===== src/rtl/pipeline_hazard_ctrl.sv =====
// Hazard and sequencing controller for a 5-stage RISC-V pipeline:
// stall/flush enables, execute-stage forwarding selects, data-memory
// wait FSM with timeout, and saturating stall/flush counters.
module pipeline_hazard_ctrl #(
    parameter int unsigned MEM_TIMEOUT = 16,
    parameter int unsigned CNT_W       = 32
) (
    input  logic             clk,
    input  logic             rst,
    input  logic [4:0]       Rs1D,
    input  logic [4:0]       Rs2D,
    input  logic [4:0]       Rs1E,
    input  logic [4:0]       Rs2E,
    input  logic [4:0]       RdE,
    input  logic [4:0]       RdM,
    input  logic [4:0]       RdW,
    input  logic [1:0]       ResultSrcE,
    input  logic             RegWriteM,
    input  logic             RegWriteW,
    input  logic             PCSrcE,
    input  logic             MemReqM,
    input  logic             MemReadyM,
    output logic             StallF,
    output logic             StallD,
    output logic             StallE,
    output logic             StallM,
    output logic             FlushD,
    output logic             FlushE,
    output logic             FlushW,
    output logic [1:0]       ForwardAE,
    output logic [1:0]       ForwardBE,
    output logic             MemErr,
    output logic [CNT_W-1:0] StallCnt,
    output logic [CNT_W-1:0] FlushCnt
);

    localparam int unsigned WCNT_W = $clog2(MEM_TIMEOUT);

    typedef enum logic [1:0] {
        ST_RUN  = 2'd0,
        ST_WAIT = 2'd1,
        ST_ERR  = 2'd2
    } state_e;

    state_e              state_q, state_d;
    logic [WCNT_W-1:0]   wait_cnt_q, wait_cnt_d;
    logic [CNT_W-1:0]    stall_cnt_q, stall_cnt_d;
    logic [CNT_W-1:0]    flush_cnt_q, flush_cnt_d;
    logic                lw_hz;
    logic                mem_hz;
    logic                mem_stall;

    assign mem_stall = MemReqM && !MemReadyM;

    // FSM state and wait counter register
    always_ff @(posedge clk) begin
        if (rst) begin
            state_q    <= ST_RUN;
            wait_cnt_q <= '0;
        end else begin
            state_q    <= state_d;
            wait_cnt_q <= wait_cnt_d;
        end
    end

    // FSM next-state: track consecutive not-ready cycles, ERR is sticky
    always_comb begin
        state_d    = state_q;
        wait_cnt_d = wait_cnt_q;
        unique case (state_q)
            ST_RUN: begin
                if (mem_stall) begin
                    state_d    = ST_WAIT;
                    wait_cnt_d = WCNT_W'(1);
                end
            end
            ST_WAIT: begin
                if (MemReadyM || !MemReqM) begin
                    state_d    = ST_RUN;
                    wait_cnt_d = '0;
                end else if (wait_cnt_q == WCNT_W'(MEM_TIMEOUT - 1)) begin
                    state_d = ST_ERR;
                end else begin
                    wait_cnt_d = wait_cnt_q + WCNT_W'(1);
                end
            end
            ST_ERR: begin
                state_d = ST_ERR;
            end
            default: begin
                state_d    = ST_RUN;
                wait_cnt_d = '0;
            end
        endcase
    end

    // Pipeline control outputs; a memory freeze overrides branch/load-use handling
    always_comb begin
        lw_hz  = (ResultSrcE == 2'b01) && (RdE != 5'd0) &&
                 ((RdE == Rs1D) || (RdE == Rs2D));
        mem_hz = mem_stall || (state_q == ST_ERR);
        StallF = 1'b0;
        StallD = 1'b0;
        StallE = 1'b0;
        StallM = 1'b0;
        FlushD = 1'b0;
        FlushE = 1'b0;
        FlushW = 1'b0;
        if (mem_hz) begin
            StallF = 1'b1;
            StallD = 1'b1;
            StallE = 1'b1;
            StallM = 1'b1;
            FlushW = 1'b1;
        end else begin
            StallF = lw_hz && !PCSrcE;
            StallD = lw_hz && !PCSrcE;
            FlushD = PCSrcE;
            FlushE = lw_hz || PCSrcE;
        end
    end

    // Forwarding selects: M beats W, x0 never forwards
    always_comb begin
        ForwardAE = 2'b00;
        ForwardBE = 2'b00;
        if (RegWriteM && (RdM != 5'd0) && (RdM == Rs1E)) begin
            ForwardAE = 2'b10;
        end else if (RegWriteW && (RdW != 5'd0) && (RdW == Rs1E)) begin
            ForwardAE = 2'b01;
        end
        if (RegWriteM && (RdM != 5'd0) && (RdM == Rs2E)) begin
            ForwardBE = 2'b10;
        end else if (RegWriteW && (RdW != 5'd0) && (RdW == Rs2E)) begin
            ForwardBE = 2'b01;
        end
    end

    // Saturating counter next values
    always_comb begin
        stall_cnt_d = stall_cnt_q;
        flush_cnt_d = flush_cnt_q;
        if (StallF && (stall_cnt_q != {CNT_W{1'b1}})) begin
            stall_cnt_d = stall_cnt_q + CNT_W'(1);
        end
        if (FlushD && (flush_cnt_q != {CNT_W{1'b1}})) begin
            flush_cnt_d = flush_cnt_q + CNT_W'(1);
        end
    end

    // Performance counter registers
    always_ff @(posedge clk) begin
        if (rst) begin
            stall_cnt_q <= '0;
            flush_cnt_q <= '0;
        end else begin
            stall_cnt_q <= stall_cnt_d;
            flush_cnt_q <= flush_cnt_d;
        end
    end

    assign MemErr   = (state_q == ST_ERR);
    assign StallCnt = stall_cnt_q;
    assign FlushCnt = flush_cnt_q;

endmodule


===== config.mk =====
export PLATFORM = sky130hd
export DESIGN_NAME = pipeline_hazard_ctrl
export DESIGN_NICKNAME = d
export VERILOG_FILES = /design/src/rtl/pipeline_hazard_ctrl.sv
export SDC_FILE = /design/constraint.sdc
export NUM_CORES = 1
export LEC_CHECK = 0
export ABC_CLOCK_PERIOD_IN_PS = 4800
export BUFFER_PORTS_ARGS = -buffer_cell sky130_fd_sc_hd__buf_2
export CAP_MARGIN = 15
export CORE_ASPECT_RATIO = 2
export CORE_MARGIN = 2
export CORE_UTILIZATION = 55
export DETAILED_ROUTE_END_ITERATION = 6
export HOLD_SLACK_MARGIN = 0.12
export PLACE_DENSITY_LB_ADDON = 0.08
export SYNTH_ARGS = -nofsm -noshare
export SYNTH_HDL_FRONTEND = slang
export SYNTH_SLANG_ARGS = --single-unit

===== constraint.sdc =====
create_clock -name clk -period 4.8 [get_ports clk]
set_input_delay 0.24 -clock clk [delete_from_list [all_inputs] [get_ports clk]]
set_output_delay 0.24 -clock clk [all_outputs]
set_load 0.01 [all_outputs]

==> impl_metrics.py, run 1 <==
metrics = {
    "status": {
        "status": "complete, no violations",
    },
    "cts": {
        "clk_latency_ns": 0.34,
        "root_buffer": "clkbuf_16",
        "cts.sinks": 70,
        "numCtsBuffers": 9,
        "htreeDepth": 3,
        "holdBufCountCts": 0,
        "post_cts_buffers": 0,
        "clkTransAtPathRegs_ns": 0.06,
        "clock_path_buffers": 2,
        "ctsResizeCount": 0,
        "cts_tree": "yes",
    },
    "critical_path": {
        "endpoint_kind": "register",
        "cpPeakStageDelay_ns": 0.56,
        "start_kind": "register",
        "r2r_start": "FlushCnt[0]$_SDFFE_PP0P_",
        "crit_fanout": 15,
        "critPathKind": "register to register",
        "crit_start": "FlushCnt[0]$_SDFFE_PP0P_",
        "path_cells": "ha_1 > nand4_1 > or3_4 > nor4_4 > buf_6 > nor2_1 > nand2_1 > mux2_2",
        "crit_slowest_cell": "nor4_4",
        "arrival_ns": 2.83,
        "critPathRequiredTime_ns": 5.02,
    },
    "pwr": {
        "power_density_nw_per_um2": 262,
        "p_int_mw": 0.987,
        "power.switching_mw": 0.311,
        "leakage_nw": 1.93,
        "power.share.sequential_pct": 45.4,
        "power_frac_clock_pct": 46.9,
        "p_comb_share_pct": 7.7,
        "swShare_pct": 23.9,
        "peakVddDrop_mv": 0.262,
    },
    "timing": {
        "finalSetupTns_ns": 0,
        "slew_viol_final": 0,
        "finalSetupViolCount": 0,
        "worstMarginPinSlew_ns": 0.828,
        "hold_viol": 0,
        "maxSlewHeadroom_pct": 44.3,
        "layout_setup_ws_ns": 2.19,
        "finalClockSkew_ns": 0.00824,
        "rsz0062_at_grt": "no",
        "finalCritPeriodShare_pct": 54.3,
        "hold_ws_ns": 0.420,
        "min_period_ns": 2.61,
        "max_clock_freq_mhz": 383,
    },
    "floorplan": {
        "core-area_um2": 7210,
        "die_h_um": 126,
        "row_count": 44,
        "die_area_um2": 8140,
        "io_pins": 120,
        "start_util_pct": 56.4,
        "die_w_um": 64.8,
    },
    "final_layout": {
        "nNetsFinal": 642,
        "layout_common_cells": "119 x buf_2, 70 x dfxtp_1, 52 x nor2_1",
        "stdcell_area_um2": 4950,
        "drive_gt1_share_pct": 27.5,
        "antenna_cells": 0,
        "area_delta_synth_final_pct": 21.9,
        "final_common_cell": "buf_2",
    },
    "synth": {
        "synthFlopType": "dfxtp_1",
        "netlist_instances": 485,
        "synth_cell_types": 59,
        "yosysSeqAreaShare_pct": 34.5,
        "synth_edf_count": 0,
        "netlist_area_um2": 4070,
        "ys_ff_latch": 70,
        "netlist_top_cells_area": "dfxtp_1 34%, xnor2_1 9.0%, nor2_1 4.8%, xor2_1 4.1%, a21oi_1 3.9%",
        "syn_area_per_cell_um2": 8.38,
        "async_flop_share_pct": 0,
        "synth_top_area_share_pct": 34.5,
        "synth_top_area_cell": "dfxtp_1",
        "syn_nets": 532,
        "ys_warn_count": 0,
    },
    "grt": {
        "grtUsageTotal_pct": 26.6,
        "antenna_found_initial": 0,
        "top_usage_layer": "met2",
        "gr-usage-met2_pct": 51.7,
        "grt_pass1_vias": 3958,
        "grt_pass1_wl_mm": 17.7,
        "grt-ovfl-total": 0,
        "met1_usage_pct": 27.1,
        "grt_max_degree": 73,
        "grt.met3_usage_pct": 4.77,
    },
    "route": {
        "vias": 3966,
        "wl_per_cell_um": 15.0,
        "via_per_inst": 5.73,
        "first_pass_iters": 4,
        "drc": 0,
        "wl_mm": 10.4,
        "drtIter0Drc": 215,
        "postRouteAntennaNets": 0,
    },
    "placement": {
        "place_area_um2": 4670,
        "gp_congestion": 0.868,
        "hpwl_mm": 7.83,
        "preCtsSetupSlack_ns": 1.87,
        "io_buffers": 119,
    },
    "min_path": {
        "min_from": "MemReqM",
        "hold_class": "input pin to register",
    },
    "flow_run": {
        "timing.max_cap.violations": 0,
    },
}
## through the flow
stage	power, mW	utilization [%]	std cells
4_1_cts	1.31	68.5	691
2_1_floorplan	0.662	-	485
3_5_place_dp	0.702	64.7	675
6_report	1.30	68.7	692
3_3_place_gp	0.698	64.7	675
5_1_grt	1.34	68.7	692
## power groups by stage
stage               Clock, mW  Sequential (mW)  Combinational (mW)
finish                  0.609            0.589               0.100
global route            0.639            0.589               0.112
CTS                     0.617            0.589               0.101
detailed placement          0            0.602               0.100
global placement            0            0.601              0.0969
floorplan                   0            0.601              0.0609
## cells in the mapped netlist (2+ instances only)
library cell / instances
or3_1: 23
and4_1: 7
o31ai_1: 8
nor3_1: 12
nor3b_1: 6
nand2b_1: 2
inv_2: 2
nor2b_1: 4
o21ai_0: 24
nor3_2: 2
a31oi_1: 3
ha_1: 3
dfxtp_1: 70
xor2_1: 19
and2_1: 4
nor4_1: 7
a21oi_1: 32
nor2_1: 52
mux2_2: 2
clkbuf_1: 10
nand3_2: 3
buf_4: 6
buf_2: 6
or4_1: 15
and3_1: 10
xnor2_1: 42
nor4b_1: 4
nand3_1: 28
inv_1: 9
nand2_1: 25
nor4b_2: 2
nand4_1: 15
nor4_4: 2
## worst max-delay path: cells and delay by family (launching register included)
family | cells | cell delay, ns
and+or+nand+nor | 5 | 1.33
DFF | 1 | 0.39
muxes | 1 | 0.32
buffers and inverters | 1 | 0.25
adders and majority gates | 1 | 0.21
## state kept, by name, summed over array words and instances (netlist names)
signal,count
state_q,2
wait_cnt_q,4
StallCnt,32
FlushCnt,32
## cells by family after synthesis
| kind of cell | synth area share (%) |
|---|---|
| multiplexers | 1.17 |
| XOR/XNOR | 13.1 |
| AO/OA/AOI/OAI | 11.3 |
| AND/OR/NAND/NOR | 34.9 |
| adder cells (fa/ha/maj) | 0.923 |
| buffers and inverters | 4.06 |
| flip-flops | 34.5 |
## area by class of cell
type / instances / area (µm²)
clock inverters: 6 / 37.5
repair buffers: 122 / 622
fillers: 645 / 2260
inverters: 11 / 41.3
multi-input cells: 381 / 2500
clock buffers: 10 / 239
well taps: 92 / 115
flip-flops and latches: 70 / 1400
## metal layers
metal,wire length (µm),up-vias
li1,-,1972
met1,3770,1882
met2,6020,94
met3,457,18
met4,166,0
met5,0,-
## path summary, 6_finish.rpt
path | end | slack [ns] | cells after the start
worst max-delay path | FlushCnt[23]$_SDFFE_PP0P_ | 2.19 | 8
worst min-delay path | state_q[1]$_SDFFE_PP0P_ | 0.42 | 4
worst max register to register | FlushCnt[23]$_SDFFE_PP0P_ | 2.19 | 8
worst min register to register | StallCnt[16]$_SDFFE_PP0P_ | 0.51 | 2
(Power assumes the default switching activity.)
==> inputs of run 2 (changes only) <==
--- a/config.mk
+++ b/config.mk
@@ -5,12 +5,12 @@
 export SDC_FILE = /design/constraint.sdc
 export NUM_CORES = 1
 export LEC_CHECK = 0
-export ABC_CLOCK_PERIOD_IN_PS = 4800
+export ABC_CLOCK_PERIOD_IN_PS = 2150
 export BUFFER_PORTS_ARGS = -buffer_cell sky130_fd_sc_hd__buf_2
 export CAP_MARGIN = 15
 export CORE_ASPECT_RATIO = 2
 export CORE_MARGIN = 2
-export CORE_UTILIZATION = 55
+export CORE_UTILIZATION = 47
 export DETAILED_ROUTE_END_ITERATION = 6
 export HOLD_SLACK_MARGIN = 0.12
 export PLACE_DENSITY_LB_ADDON = 0.08
==> constraint.sdc (replaced) <==
create_clock -name clk -period 2.15 [get_ports clk]
set_input_delay 0.1075 -clock clk [delete_from_list [all_inputs] [get_ports clk]]
set_output_delay 0.1075 -clock clk [all_outputs]
set_load 0.01 [all_outputs]
==> run 2 against run 1 <==
Routed wire length is 12% higher. Critical endpoint is now FlushCnt[26]$_SDFFE_PP0P_. First-iteration DRC count is 25% lower. Count of clock-buffer cells in the layout stayed put. Largest cell class unchanged.
==> impl_metrics.py, run 2 (same netlist as run 1, synthesis figures left out) <==
metrics = {
    "floorplan": {
        "io_pins": 120,
        "die_w_um": 69.8,
        "die_h_um": 136,
        "core-area_um2": 8530,
        "row_count": 48,
        "die_area_um2": 9450,
        "start_util_pct": 47.7,
    },
    "critical_path": {
        "cpPeakStageDelay_ns": 0.54,
        "cp_num_buf_inv": 0,
        "critPathRequiredTime_ns": 2.37,
        "crit_family": "simple AND/OR/NAND/NOR gates",
        "r2r-end": "FlushCnt[26]$_SDFFE_PP0P_",
        "path_cells": "ha_2 > nand4_1 > or3_4 > or4_1 > nor3_2 > xnor2_1 > nor2_1",
        "start_kind": "register",
        "crit_slowest_cell": "or4_1",
        "arrival_ns": 2.26,
        "crit_fanout": 4,
        "r2r_start": "FlushCnt[1]$_SDFFE_PP0P_",
        "reg2regPathDepth": 7,
        "endpoint_kind": "register",
        "rrSetupSlack_ns": 0.12,
        "critPathKind": "register to register",
    },
    "timing": {
        "finalSetupViolCount": 0,
        "min_period_ns": 2.03,
        "finalClockSkew_ns": 0.00514,
        "hold_viol": 0,
        "finalSetupTns_ns": 0,
        "finalCritPeriodShare_pct": 94.6,
        "rsz0062_at_grt": "no",
        "maxSlewHeadroom_pct": 67.8,
        "slew_viol_final": 0,
        "max_clock_freq_mhz": 492,
        "worstMarginPinSlew_ns": 0.481,
    },
    "grt": {
        "grt_max_degree": 43,
        "grtUsageTotal_pct": 25.0,
        "antenna_found_initial": 0,
        "grt_pass1_vias": 4164,
        "grt_pass1_wl_mm": 19.2,
        "grt-ovfl-total": 0,
    },
    "min_path": {
        "hold_class": "input pin to register",
        "whs_path_depth": 2,
        "min_from": "rst",
        "hold-path-endpoint": "StallCnt[9]$_SDFFE_PP0P_",
    },
    "pwr": {
        "power_density_nw_per_um2": 565,
        "peakVddDrop_mv": 0.493,
        "leakage_nw": 2.19,
    },
    "cts": {
        "htreeDepth": 3,
        "root_buffer": "clkbuf_16",
        "cts_tree": "yes",
        "numCtsBuffers": 9,
        "clk_latency_ns": 0.33,
        "clkTransAtPathRegs_ns": 0.06,
        "clock_path_buffers": 2,
        "post_cts_buffers": 0,
        "cts.sinks": 70,
    },
    "flow_run": {
        "timing.max_cap.violations": 0,
    },
    "route": {
        "drc": 0,
        "drtIter0Drc": 162,
        "wl_mm": 11.6,
        "first_pass_iters": 4,
        "wl_per_cell_um": 15.7,
        "postRouteAntennaNets": 0,
        "vias": 4170,
        "via_per_inst": 5.62,
    },
    "final_layout": {
        "area.sequential_um2": 1410,
        "nNetsFinal": 685,
        "antenna_cells": 0,
        "multi_input_area_um2": 2520,
        "drive_gt1_share_pct": 33.3,
        "final_common_cell": "buf_2",
        "stdcell_area_um2": 5350,
        "fillers": 794,
        "area_delta_synth_final_pct": 31.5,
        "layout_common_cells": "119 x buf_2, 67 x dfxtp_1, 52 x nor2_1",
    },
    "placement": {
        "place_area_um2": 5020,
        "gp_congestion": 0.894,
        "io_buffers": 119,
        "hpwl_mm": 9.10,
    },
    "status": {
        "status": "complete, no violations",
    },
}
run 2: cell types whose count changed in the layout (fill, tap and decap cells not counted), sizes merged:
cell and delta:
buf +43, bufinv +1, clkinv +1, clkinvlp -3
run 2: power breakdown:
group / switching (mW) / internal [mW] / leakage, nW
Combinational: 0.138 / 0.109 / 1.48
Sequential: 0.00581 / 1.31 / 0.566
Clock: 0.547 / 0.914 / 0.148
Total: 0.691 / 2.33 / 2.19
run 2: area by class of cell:
class	count	area share (%)
Multi-Input combinational cell	381	47.2
Sequential cell	70	26.3
Timing Repair Buffer	165	18.0
Clock buffer	10	4.47
Tap cell	100	2.34
Clock inverter	5	0.936
Inverter	11	0.772
run 2: worst max path at each step:
| stage | slack [ns] | start | end | cells after the start |
|---|---|---|---|---|
| finish | 0.12 | FlushCnt[1]$_SDFFE_PP0P_ | FlushCnt[26]$_SDFFE_PP0P_ | 7 |
| global route | 0.002 | FlushCnt[1]$_SDFFE_PP0P_ | FlushCnt[26]$_SDFFE_PP0P_ | 7 |
| CTS | 0.05 | FlushCnt[1]$_SDFFE_PP0P_ | FlushCnt[7]$_SDFFE_PP0P_ | 8 |
| detailed placement | 0.06 | FlushCnt[1]$_SDFFE_PP0P_ | FlushCnt[26]$_SDFFE_PP0P_ | 7 |
| global placement | 0.15 | StallCnt[0]$_SDFFE_PP0P_ | StallCnt[26]$_SDFFE_PP0P_ | 7 |
| floorplan | 0.04 | FlushCnt[0]$_SDFFE_PP0P_ | FlushCnt[20]$_SDFFE_PP0P_ | 8 |
run 2: through the flow:
stage / setup slack (ns) / total power, mW / util (%) / hold WS, ns / std cells
after CTS: 0.0488 / 3.04 / 62.3 / 0.181 / 742
after detailed placement: 0.0572 / 1.59 / 58.9 / 0.487 / 727
final: 0.116 / 3.02 / 62.7 / 0.185 / 742
after floorplan: 0.0418 / 1.48 / - / 0.360 / 485
after global routing: 0.00170 / 3.12 / 62.7 / 0.206 / 742
after global placement: 0.150 / 1.58 / 58.9 / 0.482 / 727
run 2: repair_timing:
item                       4_1_cts  5_1_grt
setup endpoints to repair        0       41
hold buffers                     0        0
gates resized for setup          0       10
run 2: routing by layer:
metal | track usage, % | vias up | routed length, µm
met5 | 0 | - | 0
met4 | 11.4 | 0 | 382
met3 | 4.17 | 27 | 421
met2 | 50.4 | 105 | 6740
met1 | 23.7 | 1969 | 4090
li1 | - | 2069 | -
==> inputs of run 3 (changes only) <==
--- a/config.mk
+++ b/config.mk
@@ -8,12 +8,12 @@
 export ABC_CLOCK_PERIOD_IN_PS = 2150
 export BUFFER_PORTS_ARGS = -buffer_cell sky130_fd_sc_hd__buf_2
 export CAP_MARGIN = 15
-export CORE_ASPECT_RATIO = 2
+export CORE_ASPECT_RATIO = 1.2
 export CORE_MARGIN = 2
 export CORE_UTILIZATION = 47
 export DETAILED_ROUTE_END_ITERATION = 6
 export HOLD_SLACK_MARGIN = 0.12
-export PLACE_DENSITY_LB_ADDON = 0.08
+export PLACE_DENSITY = 0.88
 export SYNTH_ARGS = -nofsm -noshare
 export SYNTH_HDL_FRONTEND = slang
 export SYNTH_SLANG_ARGS = --single-unit
==> run 3 against run 2 <==
Power fell by 15%. Core utilization down 1.8 points. Final cell count up 0.54%. Clock skew up 0.013 ns. Via count fell by 0.43%. Sequential share of layout area up 0.99 points. Combinational power about the same. Largest cell class unchanged.
==> impl_metrics.py, run 3 (same netlist as run 1, synthesis figures left out) <==
metrics = {
    "critical_path": {
        "cp_num_buf_inv": 0,
        "endpoint_kind": "register",
        "crit_family": "simple AND/OR/NAND/NOR gates",
        "critPathRequiredTime_ns": 2.44,
        "crit_start": "StallCnt[15]$_SDFFE_PP0P_",
        "rrSetupSlack_ns": 0.10,
        "reg2regPathDepth": 6,
        "r2r_start": "StallCnt[15]$_SDFFE_PP0P_",
        "cp_num_cells": 6,
        "start_kind": "register",
        "crit_slowest_cell": "or4_1",
        "r2r-end": "StallCnt[26]$_SDFFE_PP0P_",
        "critPathKind": "register to register",
        "crit_fanout": 5,
        "arrival_ns": 2.34,
        "cpPeakStageDelay_ns": 0.45,
        "crit_end": "StallCnt[26]$_SDFFE_PP0P_",
        "path_cells": "nand4_1 > nor4_4 > nand3_2 > or4_1 > or3_1 > a21oi_1",
    },
    "final_layout": {
        "area_delta_synth_final_pct": 26.9,
        "antenna_cells": 0,
        "final_common_cell": "buf_2",
        "stdcell_area_um2": 5160,
        "final_cells": 746,
        "nNetsFinal": 671,
        "drive_gt1_share_pct": 32.0,
        "final_util_pct": 60.9,
        "layout_common_cells": "119 x buf_2, 66 x dfxtp_1, 52 x nor2_1",
    },
    "cts": {
        "clk_latency_ns": 0.36,
        "clock_path_buffers": 2,
        "root_buffer": "clkbuf_8",
        "holdBufCountCts": 0,
        "htreeDepth": 3,
        "clkTransAtPathRegs_ns": 0.10,
        "cts_tree": "yes",
        "numCtsBuffers": 9,
        "cts.sinks": 70,
    },
    "timing": {
        "min_period_ns": 2.05,
        "maxSlewHeadroom_pct": 60.1,
        "max_clock_freq_mhz": 488,
        "hold_viol": 0,
        "finalCritPeriodShare_pct": 95.3,
        "slew_viol_final": 0,
        "finalSetupViolCount": 0,
        "finalClockSkew_ns": 0.0182,
        "hold_ws_ns": 0.245,
        "worstMarginPinSlew_ns": 0.599,
        "layout_setup_ws_ns": 0.101,
        "finalSetupTns_ns": 0,
        "rsz0062_at_grt": "yes",
    },
    "floorplan": {
        "die_area_um2": 9410,
        "die_w_um": 88.9,
        "io_pins": 120,
        "core-area_um2": 8470,
        "die_h_um": 106,
        "start_util_pct": 48.0,
        "row_count": 37,
    },
    "pwr": {
        "power_frac_clock_pct": 39.5,
        "power_density_nw_per_um2": 499,
        "peakVddDrop_mv": 0.281,
        "finalPower_mw": 2.57,
        "power.switching_mw": 0.721,
        "p_int_mw": 1.85,
        "leakage_nw": 2.06,
        "p_comb_share_pct": 9.7,
        "swShare_pct": 28.0,
        "power.share.sequential_pct": 50.8,
    },
    "placement": {
        "dpl.cell_count": 729,
        "io_buffers": 119,
        "place_area_um2": 4930,
        "preCtsSetupSlack_ns": 0.0741,
        "gp_congestion": 0.827,
        "hpwl_mm": 7.89,
    },
    "grt": {
        "grt_max_degree": 43,
        "grt_pass1_wl_mm": 17.7,
        "grt-ovfl-total": 0,
        "grtUsageTotal_pct": 23.0,
        "antenna_found_initial": 0,
        "grt_pass1_vias": 4074,
    },
    "route": {
        "vias": 4152,
        "first_pass_iters": 6,
        "drc": 0,
        "wl_mm": 10.5,
        "via_per_inst": 5.57,
        "postRouteAntennaNets": 0,
        "drtIter0Drc": 124,
        "wl_per_cell_um": 14.1,
    },
    "min_path": {
        "hold_class": "input pin to register",
    },
    "flow_run": {
        "timing.max_cap.violations": 0,
    },
    "status": {
        "status": "complete, no violations",
    },
}
run 3: layout make-up:
class                           count  area [µm²]
Inverter                           11        41.3
Multi-Input combinational cell    381        2520
Sequential cell                    70        1410
Clock inverter                      7        61.3
Timing Repair Buffer              151         856
Fill cell                         739        3310
Tap cell                          117         146
Clock buffer                        9         124
run 3: repair_timing:
action                                 CTS  global route
setup buffers                            0             1
resized for setup                        0            11
endpoints found under the hold margin    0             0
setup endpoints to repair                0            28
run 3: worst min-delay path by stage:
stage	startpoint	end	slack, ns	cells after the start
2_1_floorplan	PCSrcE	FlushE	0.36	2
3_3_place_gp	StallCnt[31]$_SDFFE_PP0P_	StallCnt[31]$_SDFFE_PP0P_	0.48	2
3_5_place_dp	StallCnt[7]$_SDFFE_PP0P_	StallCnt[7]$_SDFFE_PP0P_	0.50	2
4_1_cts	rst	FlushCnt[14]$_SDFFE_PP0P_	0.24	2
5_1_grt	rst	FlushCnt[14]$_SDFFE_PP0P_	0.25	2
6_report	rst	FlushCnt[22]$_SDFFE_PP0P_	0.25	2
run 3: power by group through the flow:
stage | logic [mW] | registers [mW] | clock network, mW
finish | 0.250 | 1.31 | 1.02
detailed placement | 0.249 | 1.34 | 0
CTS | 0.250 | 1.31 | 1.02
floorplan | 0.136 | 1.34 | 0
global route | 0.274 | 1.31 | 1.09
global placement | 0.239 | 1.34 | 0
run 3: routing by layer:
layer  up-vias  routed length, µm  GRT usage [%]
li1       2043                  -              -
met1      1962               4450           27.2
met2       130               5340           39.6
met3        17                520           5.40
met4         0                190           8.33
met5         -                  0              0
